--- src/rtl/md_issue_ctrl.sv ---
// Issue/completion controller in front of the RV64M multiply/divide unit.
// Optional watchdog abort is compiled in with `define MD_TIMEOUT_EN.
module md_issue_ctrl #(
    parameter int MIN_RUN = 1,
    parameter int TIMEOUT = 127
) (
    input  logic        clk,
    input  logic        rst,
    input  logic        in_valid,
    output logic        in_ready,
    input  logic [2:0]  in_funct3,
    input  logic        in_word,
    input  logic [63:0] in_rs1,
    input  logic [63:0] in_rs2,
    input  logic [4:0]  in_rd,
    input  logic        flush,
    output logic [4:0]  mul_op,
    output logic [3:0]  div_op,
    output logic [63:0] md_a,
    output logic [63:0] md_b,
    input  logic        md_stallreq,
    input  logic [63:0] md_result,
    output logic        busy,
    output logic        out_valid,
    input  logic        out_ready,
    output logic [4:0]  out_rd,
    output logic [63:0] out_data,
    output logic        out_illegal,
    output logic        out_timeout
);

    localparam int CNT_MAX = (TIMEOUT > MIN_RUN) ? TIMEOUT : MIN_RUN;
    localparam int CNT_W   = $clog2(CNT_MAX + 1);

    typedef enum logic [2:0] {IDLE, CHECK, RUN, DRAIN, DONE} state_t;

    state_t           state;
    logic [2:0]       funct3_q;
    logic             word_q;
    logic [CNT_W-1:0] run_cnt;

    logic [4:0]  dec_mul_op;
    logic [3:0]  dec_div_op;
    logic        dec_illegal;
    logic        is_div;
    logic [63:0] a_sext;
    logic        div_zero;
    logic        div_ovf;

    assign in_ready = (state == IDLE);
    assign busy     = (state != IDLE);
    assign is_div   = funct3_q[2];

    // NOTE: every output of an always_comb gets a default first so no path can infer a latch.
    always_comb begin
        dec_mul_op  = '0;
        dec_div_op  = '0;
        dec_illegal = 1'b0;
        if (!funct3_q[2]) begin
            if (word_q) begin
                if (funct3_q[1:0] == 2'b00) dec_mul_op = 5'b00001;
                else                        dec_illegal = 1'b1;
            end else begin
                case (funct3_q[1:0])
                    2'b00:   dec_mul_op = 5'b10000;
                    2'b01:   dec_mul_op = 5'b01000;
                    2'b10:   dec_mul_op = 5'b00010;
                    default: dec_mul_op = 5'b00100;
                endcase
            end
        end else begin
            // {div, rem, signed_div, w_type}
            dec_div_op = {~funct3_q[1], funct3_q[1], ~funct3_q[0], word_q};
        end
    end

    // Special cases are judged on the effective operand width (low word for W ops).
    always_comb begin
        a_sext   = word_q ? {{32{md_a[31]}}, md_a[31:0]} : md_a;
        div_zero = word_q ? (md_b[31:0] == 32'd0) : (md_b == 64'd0);
        div_ovf  = dec_div_op[1] &&
                   (word_q ? (md_a[31:0] == 32'h8000_0000 && md_b[31:0] == 32'hFFFF_FFFF)
                           : (md_a == 64'h8000_0000_0000_0000 && md_b == {64{1'b1}}));
    end

`ifndef MD_TIMEOUT_EN
    assign out_timeout = 1'b0;
`endif

    // NOTE: sequential state uses non-blocking assignments only, so every flop sees pre-edge values.
    always_ff @(posedge clk) begin
        if (rst) begin
            state       <= IDLE;
            funct3_q    <= '0;
            word_q      <= 1'b0;
            md_a        <= '0;
            md_b        <= '0;
            out_rd      <= '0;
            out_data    <= '0;
            out_valid   <= 1'b0;
            out_illegal <= 1'b0;
            mul_op      <= '0;
            div_op      <= '0;
            run_cnt     <= '0;
`ifdef MD_TIMEOUT_EN
            out_timeout <= 1'b0;
`endif
        end else begin
            case (state)
                IDLE: begin
                    if (in_valid && !flush) begin
                        funct3_q <= in_funct3;
                        word_q   <= in_word;
                        md_a     <= in_rs1;
                        md_b     <= in_rs2;
                        out_rd   <= in_rd;
                        state    <= CHECK;
                    end
                end
                CHECK: begin
                    if (flush) begin
                        state <= IDLE;
                    end else if (dec_illegal) begin
                        out_data    <= '0;
                        out_illegal <= 1'b1;
                        out_valid   <= 1'b1;
                        state       <= DONE;
                    end else if (is_div && div_zero) begin
                        out_data  <= dec_div_op[3] ? {64{1'b1}} : a_sext;
                        out_valid <= 1'b1;
                        state     <= DONE;
                    end else if (is_div && div_ovf) begin
                        out_data  <= dec_div_op[3] ? a_sext : 64'd0;
                        out_valid <= 1'b1;
                        state     <= DONE;
                    end else begin
                        mul_op  <= dec_mul_op;
                        div_op  <= dec_div_op;
                        run_cnt <= '0;
                        state   <= RUN;
                    end
                end
                RUN: begin
                    if (run_cnt != {CNT_W{1'b1}}) run_cnt <= run_cnt + 1'b1;
                    if (flush) begin
                        // Keep the ops up so m_top is not abandoned mid-operation.
                        state <= DRAIN;
                    end else if (run_cnt >= CNT_W'(MIN_RUN) && !md_stallreq) begin
                        out_data  <= md_result;
                        out_valid <= 1'b1;
                        mul_op    <= '0;
                        div_op    <= '0;
                        state     <= DONE;
                    end
`ifdef MD_TIMEOUT_EN
                    else if (run_cnt == CNT_W'(TIMEOUT - 1)) begin
                        out_data    <= '0;
                        out_timeout <= 1'b1;
                        out_valid   <= 1'b1;
                        mul_op      <= '0;
                        div_op      <= '0;
                        state       <= DONE;
                    end
`endif
                end
                DRAIN: begin
                    if (!md_stallreq) begin
                        mul_op <= '0;
                        div_op <= '0;
                        state  <= IDLE;
                    end
                end
                DONE: begin
                    if (flush || out_ready) begin
                        out_valid   <= 1'b0;
                        out_illegal <= 1'b0;
`ifdef MD_TIMEOUT_EN
                        out_timeout <= 1'b0;
`endif
                        state       <= IDLE;
                    end
                end
                default: state <= IDLE;
            endcase
        end
    end

endmodule

--- config.mk ---
export PLATFORM = sky130hd
export DESIGN_NAME = md_issue_ctrl
export DESIGN_NICKNAME = d
export VERILOG_FILES = /design/src/rtl/md_issue_ctrl.sv
export SDC_FILE = /design/constraint.sdc
export NUM_CORES = 1
export LEC_CHECK = 0
export CAP_MARGIN = 20
export CORE_AREA = 2 2 161 163
export CTS_CLUSTER_DIAMETER = 30
export DETAILED_ROUTE_END_ITERATION = 10
export DIE_AREA = 0 0 163 165
export GPL_TIMING_DRIVEN = 0
export PLACE_DENSITY = 0.76
export SLEW_MARGIN = 20
export SYNTH_ARGS = -nofsm -noshare
export SYNTH_HDL_FRONTEND = slang
export SYNTH_SLANG_ARGS = --single-unit
--- constraint.sdc ---
create_clock -name clk -period 2.9 [get_ports clk]
set_input_delay 0.435 -clock clk [delete_from_list [all_inputs] [get_ports clk]]
set_output_delay 0.435 -clock clk [all_outputs]
set_load 0.01 [all_outputs]
# After elaboration in Yosys (flattened, before gate mapping)
# Index checks and enable logic that the tools add are counted.
# totals
ff_bits	222
input_bits	207
out_inout_bits	211
word_cells	129
# classes
add_sub_neg	1
magnitude_cmp	1
n_eq_ne	24
mux	63
n_bitwise	2
reduce_logical	26
# op_table
operator	count
two-way mux 64 bit	9
equality test 64 bit, second input constant	2
one-hot mux 64 bit (2 select lines)	1
equality test 32 bit, second input constant	2
zero test 64 bit	1
two-way mux 5 bit	9
two-way mux 7 bit	5
zero test 32 bit	1
two-way mux 4 bit	8
one-hot mux 5 bit (3 select lines)	2
two-way mux 3 bit	9
!= test 2 bit, second input constant	10
two-way mux 1 bit	15
one-hot mux 3 bit (5 select lines)	1
one-hot mux 7 bit (2 select lines)	1
one-hot mux 4 bit (3 select lines)	1
AND reduction 6 bit	2
nonzero test 3 bit	3
AND reduction 4 bit	2
AND reduction 8 bit	1
adder 7 x 1 -> 7 bit, second input constant	1
greater-or-equal comparator 7 x 1 -> 1 bit, second input constant	1
logical AND 1 bit	7
!= test 7 bit, second input constant	1
18 further kinds	22

# Longest topological paths before layout
# Gate-level depths: netlist of the first run.
# logic_depth
depth_word	10
ltp_mapped	10
depth_no_buf	8

# Least setup slack after synthesis of the first run
# OpenSTA, ideal clock, no wires.
# synth_path
path_kind	register to register
startpoint	register md_a[26]
endpoint	register div_op[3]
setup_time_ps	121
arrival_time_ps	2220
setup_slack_ps	559
stages_incl_launch_ff	7
n_path_buf	0
path_cell_list	dfxtp_1 > or4_1 > or4_4 > or2_1 > o21ai_2 > a211oi_2 > mux2_2
# synth_between
elab_chain_cells	7
# synth_lines
element	line_no	source
start, declared	19	output logic [63:0] md_a,
start signal, assigned	114	md_a <= in_rs1;
equality test 64 bit / equality test 32 bit (equally long branches)	83, 82	
logical AND 1 bit (on tied branches)	83, 82	
two-way mux 1 bit (*)	82	(word_q ? (md_a[31:0] == 32'h8000_0000 && md_b[31:0] == 32'hFFFF_FFFF)
logical AND 1 bit (*)	81	div_ovf = dec_div_op[1] &&
logical AND 1 bit (*)	132	end else if (is_div && div_ovf) begin
!= test 2 bit (no line) (*)	--	
AND reduction 8 bit (no line) (*)	--	
end signal, assigned	138	div_op <= dec_div_op;
end, declared	18	output logic [3:0] div_op,
# Every way passes the cells marked *; elsewhere a longest branch is shown, timed or not.
# A chain may end at the register's enable or synchronous reset.

# Worst setup path in the final report of the first run
# layout_path
startpoint	register md_a[17]
endpoint	register out_data[60]
# layout_between
elab_chain_cells	7
# layout_lines
element	line_no	source
equality test 64 bit / equality test 32 bit (equally long branches)	83, 82	
logical AND 1 bit (on tied branches)	83, 82	
two-way mux 1 bit (*)	82	
logical AND 1 bit (*)	81	
logical AND 1 bit (*)	132	
!= test 4 bit (no line) (*)	--	
AND reduction 5 bit (no line) (*)	--	
end signal, assigned	129	out_data <= dec_div_op[3] ? {64{1'b1}} : a_sext;
end signal, assigned	133	out_data <= dec_div_op[3] ? a_sext : 64'd0;
end signal, assigned	149	out_data <= md_result;
end, declared	27	output logic [63:0] out_data,
# Marks and branches as above.

==> impl_metrics.env, run 1 <==
export IMPL_status="finished, final reports clean"
export IMPL_drt_iter0_drc=1024
export IMPL_ys_types=60
export IMPL_relSlewSlack_pct=42.22
export IMPL_place_inst=2005
export IMPL_antenna_left=0
export IMPL_routed_wl_microns=43570
export IMPL_synthArstFlopShare_pct=0
export IMPL_first_pass_iters=7
export IMPL_io_pins=418
export IMPL_fmax_ghz=0.3590
export IMPL_rows=58
export IMPL_htree_levels=2
export IMPL_fp_coreArea_sq_mm=0.02504
export IMPL_syn_nets=1470
export IMPL_wl_per_cell_microns=20.81
export IMPL_setup_violations=0
export IMPL_synth_edff_count=0
export IMPL_cts_root_buf="clkbuf_16"
export IMPL_cp_end_kind="register"
export IMPL_fill_cells=2093
export IMPL_required_ps=3300
export IMPL_grt_pass1_wl_microns=64140
export IMPL_skew_ps=22.64
export IMPL_syn_to_final_growth_pct=62.59
export IMPL_cts_path_max_buffers=3
export IMPL_clk_latency_ps=530
export IMPL_track_usage_pct=31.00
export IMPL_die_w_microns=163
export IMPL_post_route_period_util_pct=96.05
export IMPL_gr_total_overflow=0
export IMPL_worstMarginPinSlew_ps=866.8
export IMPL_layout_cells_non_filler=2094
export IMPL_rsz0062_at_grt="no"
export IMPL_path_delay_family="simple AND/OR/NAND/NOR gates"
export IMPL_syn_inst=1261
export IMPL_drive_gt1_share_pct=7.049
export IMPL_cts_tree="done"
export IMPL_dp_hpwl_microns=32710
export IMPL_worstPathMaxFanout=10
export IMPL_fp_dieH_microns=165
export IMPL_ys_ff_latch=222
export IMPL_num_vias=11684
export IMPL_start_kind="register"
export IMPL_finalNetCount=1933
export IMPL_hp_class="reg2reg"
export IMPL_p_per_area_mw_per_mm2=628.1
export IMPL_place_congestion=0.9277
export IMPL_cap_violations=0
export IMPL_drc=0
export IMPL_first_global_vias=11230
export IMPL_final_common_cell="clkdlybuf4s50_1"
export IMPL_grt_max_degree=12
export IMPL_crit_type="reg2reg"
export IMPL_p_leak_uw=0.005992
export IMPL_ys_warn_count=0
export IMPL_path_clk_slew_ps=50
export IMPL_min_period_ps=2785
export IMPL_min_path_cells=2
export IMPL_numCtsBuffers=46
export IMPL_start_util_pct=40.36
export IMPL_peakVddDrop_mv=0.3875
export IMPL_mostFrequentLayoutCells="clkdlybuf4s50_1 (414), nand2_1 (397), dfxtp_1 (220)"
export IMPL_vias_per_cell=5.580
export IMPL_antenna_found_initial=5
export IMPL_avgSynthCellArea_sq_um=8.013
export IMPL_final_hold_violation_count=0
export IMPL_path_cells="or4_1 -> nor4_4 -> nand4_1 -> or2_1 -> o21ai_1 -> o21ai_1 -> buf_6 -> buf_6 -> mux2i_1"
export IMPL_synth_ff_type="dfxtp_1"
export IMPL_port_buffers=414
export IMPL_crit_slowest_cell="or4_1"
export IMPL_die_area_sq_mm=0.02690
export IMPL_arrival_ps=3180
export IMPL_drv_slew=0
export IMPL_place_area_sq_mm=0.01466
export IMPL_ys_seq_area_share_pct=43.98
export IMPL_rr_worst_depth=9
export IMPL_cp_slowest_stage_delay_ps=560
export IMPL_final_area_sq_mm=0.01643
export IMPL_clock_sinks=222
export IMPL_cp_num_cells=9
export IMPL_syn_area_sq_mm=0.01010
export IMPL_crit_buf_inv=2
-- registers in the layout (all words and copies together) (netlist names) --
signal / flops
md_b: 64
div_op: 4
md_a: 64
funct3_q: 3
word_q: 1
out_illegal: 1
out_rd: 5
out_data: 64
run_cnt: 7
out_valid: 1
state: 3
mul_op: 5
-- worst register-to-register path, delay by kind of cell, from the launching register on --
| family | cells | cell delay (ps) |
|---|---|---|
| simple gates | 4 | 1470 |
| flops | 1 | 380 |
| buf+inv | 2 | 370 |
| compound gates | 2 | 300 |
| mux | 1 | 140 |
-- path summary, 6_finish.rpt --
check,from,endpoint,slack [ps]
hold reg to reg,out_rd[1],out_rd[1],450
setup / recovery,md_a[17],out_data[60],110
hold / removal,out_rd[1],out_rd[1],450
setup reg to reg,md_a[17],out_data[60],110
-- area by class of cell --
type	instances	area, sq um	share of cell area [%]
inverter	5	18.77	0.1142
antenna	5	12.51	0.07616
buffer	99	478.0	2.909
sequential	222	4447	27.07
timing repair buffer	415	4151	25.27
clock inverter	19	290.3	1.767
clock buffer	64	1370	8.339
tap	330	412.9	2.513
multi-input combinational	935	5249	31.95
-- timing repair --
action                     in CTS  in global routing
pin swaps                       0                  2
hold buffers                    0                  0
resized for setup               5                 22
setup endpoints to repair      57                 65
buffers inserted                0                  1
-- routing by layer --
| metal | share of wire, % | wire length (microns) | up-vias | track usage, % |
|---|---|---|---|---|
| li1 | - | - | 5423 | - |
| met1 | 39 | 17140 | 5522 | 38.20 |
| met2 | 48 | 21100 | 624 | 51.41 |
| met3 | 8.6 | 3748 | 115 | 7.459 |
| met4 | 3.6 | 1587 | 0 | 14.08 |
| met5 | 0 | 0 | - | 0 |
-- Yosys cell counts, drive strengths merged (2+ instances only) --
master / instances / area [sq um]
clkbuf: 81 / 307.8
mux2i: 76 / 760.7
nor4: 45 / 287.8
o221ai: 32 / 280.3
a21oi: 182 / 910.9
nand4: 34 / 212.7
dfxtp: 222 / 4444
nand3: 12 / 60.06
or4: 5 / 41.29
nand2b: 4 / 25.02
or2: 2 / 12.52
or4b: 4 / 40.04
ha: 2 / 25.02
a31oi: 2 / 12.51
nor3: 5 / 25.02
nand4b: 6 / 52.55
nor4b: 4 / 35.03
nand3b: 6 / 45.04
a221o: 32 / 320.3
inv: 5 / 18.77
nor2: 16 / 60.06
o21ai: 8 / 43.79
and3: 2 / 13.77
nor2b: 36 / 225.2
or3: 2 / 12.51
a211oi: 3 / 27.52
nand2: 397 / 1490
buf: 16 / 115.1
-- cell families after synthesis --
family          after synthesis  synth area share (%)
compound gates              271                 16.83
flops                       222                 43.98
fa+ha+maj                     2                0.2476
mux                          77                 7.640
simple gates                584                 26.46
other cells                   1               0.03711
buf+inv                     104                 4.804
-- power by group --
group          internal (uW)  switching (uW)  leakage, uW
combinational            689             695      0.00338
sequential              3180             188      0.00180
clock                   3880            1680     0.000805
-- per-stage QoR --
step                      hold WS (ps)  power, uW  setup slack [ps]  util [%]  TNS, ps
final                            454.9      10320             114.6     65.62        0
after global routing             455.0      10620             16.75     65.62        0
after CTS                        441.6      10310             37.06     65.33        0
after detailed placement         449.6       4758            -168.0     58.56    -3104
after global placement           441.3       4741            -127.5     58.56    -2113
after floorplan                  462.9       3967             559.2         -        0
Note: power is estimated with default switching activity, not from simulation.
==> run 2, diff against run 1 <==
--- a/config.mk
+++ b/config.mk
@@ -6,13 +6,14 @@
 export NUM_CORES = 1
 export LEC_CHECK = 0
 export CAP_MARGIN = 20
-export CORE_AREA = 2 2 161 163
+export CORE_AREA = 2 2 162 164
+export CTS_BUF_LIST = sky130_fd_sc_hd__clkbuf_4
 export CTS_CLUSTER_DIAMETER = 30
 export DETAILED_ROUTE_END_ITERATION = 10
-export DIE_AREA = 0 0 163 165
+export DIE_AREA = 0 0 164 166
 export GPL_TIMING_DRIVEN = 0
-export PLACE_DENSITY = 0.76
-export SLEW_MARGIN = 20
+export PLACE_DENSITY = 0.75
+export SLEW_MARGIN = 15
 export SYNTH_ARGS = -nofsm -noshare
 export SYNTH_HDL_FRONTEND = slang
 export SYNTH_SLANG_ARGS = --single-unit
==> run 2 against run 1 <==
  * Via count fell by 0.12%
  * Flip-flop and latch count unchanged
  * Routed wire length shrank 2.0%
  * Core utilization decreased by 5.0 points
  * Worst setup slack lost 68 ps
  * Non-clock buffer count did not move
  * Clock skew is 28 ps higher
  * Largest power group is now registers
==> impl_metrics.env, run 2 (synthesis gave the netlist of run 1 again) <==
export IMPL_hold_buffers=0
export IMPL_start_kind="register"
export IMPL_layout_cells_non_filler=2118
export IMPL_gr_total_overflow=0
export IMPL_p_leak_uw=0.005632
export IMPL_cts_root_buf="clkbuf_4"
export IMPL_r2r_end="mul_op[3]"
export IMPL_port_buffers=414
export IMPL_io_pins=418
export IMPL_worstMarginPinSlew_ps=1185
export IMPL_grt_use_met1_pct=39.21
export IMPL_drive_gt1_share_pct=7.757
export IMPL_place_congestion=0.9190
export IMPL_cts_path_max_buffers=3
export IMPL_min_period_ps=2853
export IMPL_arrival_ps=3440
export IMPL_dp_hpwl_microns=32550
export IMPL_place_inst=2010
export IMPL_cap_violations=0
export IMPL_first_global_vias=11262
export IMPL_hp_start="in_rs2[20]"
export IMPL_grt_busiest_layer="met2"
export IMPL_setup_worst_path_end="mul_op[3]"
export IMPL_routed_wl_microns=42710
export IMPL_die_area_sq_mm=0.02722
export IMPL_clk_latency_ps=710
export IMPL_grt_pass1_wl_microns=64340
export IMPL_seq_area_sq_mm=0.004447
export IMPL_drv_slew=0
export IMPL_relSlewSlack_pct=20.37
export IMPL_crit_type="reg2reg"
export IMPL_setup_violations=0
export IMPL_setup_ws_ps=46.95
export IMPL_wl_per_cell_microns=20.16
export IMPL_hp_class="in2reg"
export IMPL_fill_cells=2267
export IMPL_use_met3_pct=6.169
export IMPL_antenna_found_initial=4
export IMPL_final_common_cell="clkdlybuf4s50_1"
export IMPL_drc=0
export IMPL_worstPathMaxFanout=8
export IMPL_startpoint="md_b[0]"
export IMPL_fmax_ghz=0.3505
export IMPL_clock_sinks=222
export IMPL_skew_ps=50.69
export IMPL_die_w_microns=164
export IMPL_rrSetupSlack_ps=50
export IMPL_rr_worst_depth=8
export IMPL_htree_levels=2
export IMPL_first_pass_iters=5
export IMPL_drt_iter0_drc=995
export IMPL_fp_dieH_microns=166
export IMPL_preCtsSetupSlack_ps=-221.8
export IMPL_start_util_pct=39.45
export IMPL_r2r_start="md_b[0]"
export IMPL_p_total_uw=7584
export IMPL_grt_max_degree=16
export IMPL_vias_per_cell=5.510
export IMPL_cts_tree="done"
export IMPL_peakVddDrop_mv=0.2878
export IMPL_num_vias=11670
export IMPL_mostFrequentLayoutCells="clkdlybuf4s50_1 (414), nand2_1 (397), dfxtp_1 (220)"
export IMPL_status="finished, final reports clean"
export IMPL_fp_coreArea_sq_mm=0.02562
export IMPL_rows=59
export IMPL_top_regs="md_a (64), md_b (64), out_data (64)"
export IMPL_rsz0062_at_grt="no"
export IMPL_syn_to_final_growth_pct=53.69
export IMPL_required_ps=3490
export IMPL_multi_input_area_sq_mm=0.005253
export IMPL_grt_use_met2_pct=49.34
export IMPL_track_usage_pct=30.23
export IMPL_post_route_period_util_pct=98.38
export IMPL_antenna_left=0
export IMPL_final_hold_violation_count=0
export IMPL_cp_end_kind="register"
export IMPL_p_per_area_mw_per_mm2=488.3
export IMPL_numCtsBuffers=60
export IMPL_finalNetCount=1947
export IMPL_path_clk_slew_ps=70
==> run 2: timing repair <==
| item | CTS | global route |
|---|---|---|
| cloned | 0 | 0 |
| setup endpoints to repair | 33 | 74 |
| gates resized for setup | 6 | 12 |
| pin swaps | 0 | 2 |
| setup buffers | 0 | 1 |
==> run 2: worst min path at each step <==
stage            endpoint  slack [ps]  cells past startpoint
3_5_place_dp    out_rd[4]         450                      2
4_1_cts          md_b[19]         250                      3
3_3_place_gp    out_rd[4]         440                      2
6_report         md_b[20]         260                      3
2_1_floorplan  run_cnt[4]         460                      2
5_1_grt          md_b[19]         250                      3
==> run 2: layout make-up <==
| type | instances | area share, % |
|---|---|---|
| Multi-Input combinational cell | 935 | 33.82 |
| Clock buffer | 92 | 4.447 |
| Timing Repair Buffer | 415 | 26.73 |
| Sequential cell | 222 | 28.63 |
| Buffer | 99 | 3.021 |
| Tap cell | 335 | 2.699 |
| Inverter | 5 | 0.1209 |
| Clock inverter | 11 | 0.4592 |
| Antenna cell | 4 | 0.06445 |
==> run 2: metal layers <==
metal	wire length [microns]	share of wire (%)	up-vias
met5	0	0	-
met1	17900	42	5530
met4	1575	3.7	0
met3	3270	7.7	105
met2	19960	47	579
li1	-	-	5456
==> run 2: worst max-delay path: stages, from the launching register on <==
cell and delay [ps]:
dfxtp_1 440, or4b_1 520, nor4_4 370, nand4_1 190, or2_1 290, o21ai_4 290, a211o_1 180, buf_4 170
mux2i_1 270
==> run 2: power by group <==
group          switching [uW]  internal, uW
Combinational             687           687
Sequential                189          3170
Clock                    1340          1520
Total                    2210          5370
==> run 2: through the flow <==
stage | area (sq um) | utilization (%) | setup TNS [ps] | hold slack [ps]
floorplan | 10100 | - | 0 | 462.9
global placement | 14670 | 57.26 | -3536 | 441.8
detailed placement | 14670 | 57.26 | -5088 | 453.1
CTS | 15460 | 60.37 | 0 | 245.9
global route | 15530 | 60.62 | 0 | 252.3
finish | 15530 | 60.63 | 0 | 263.9
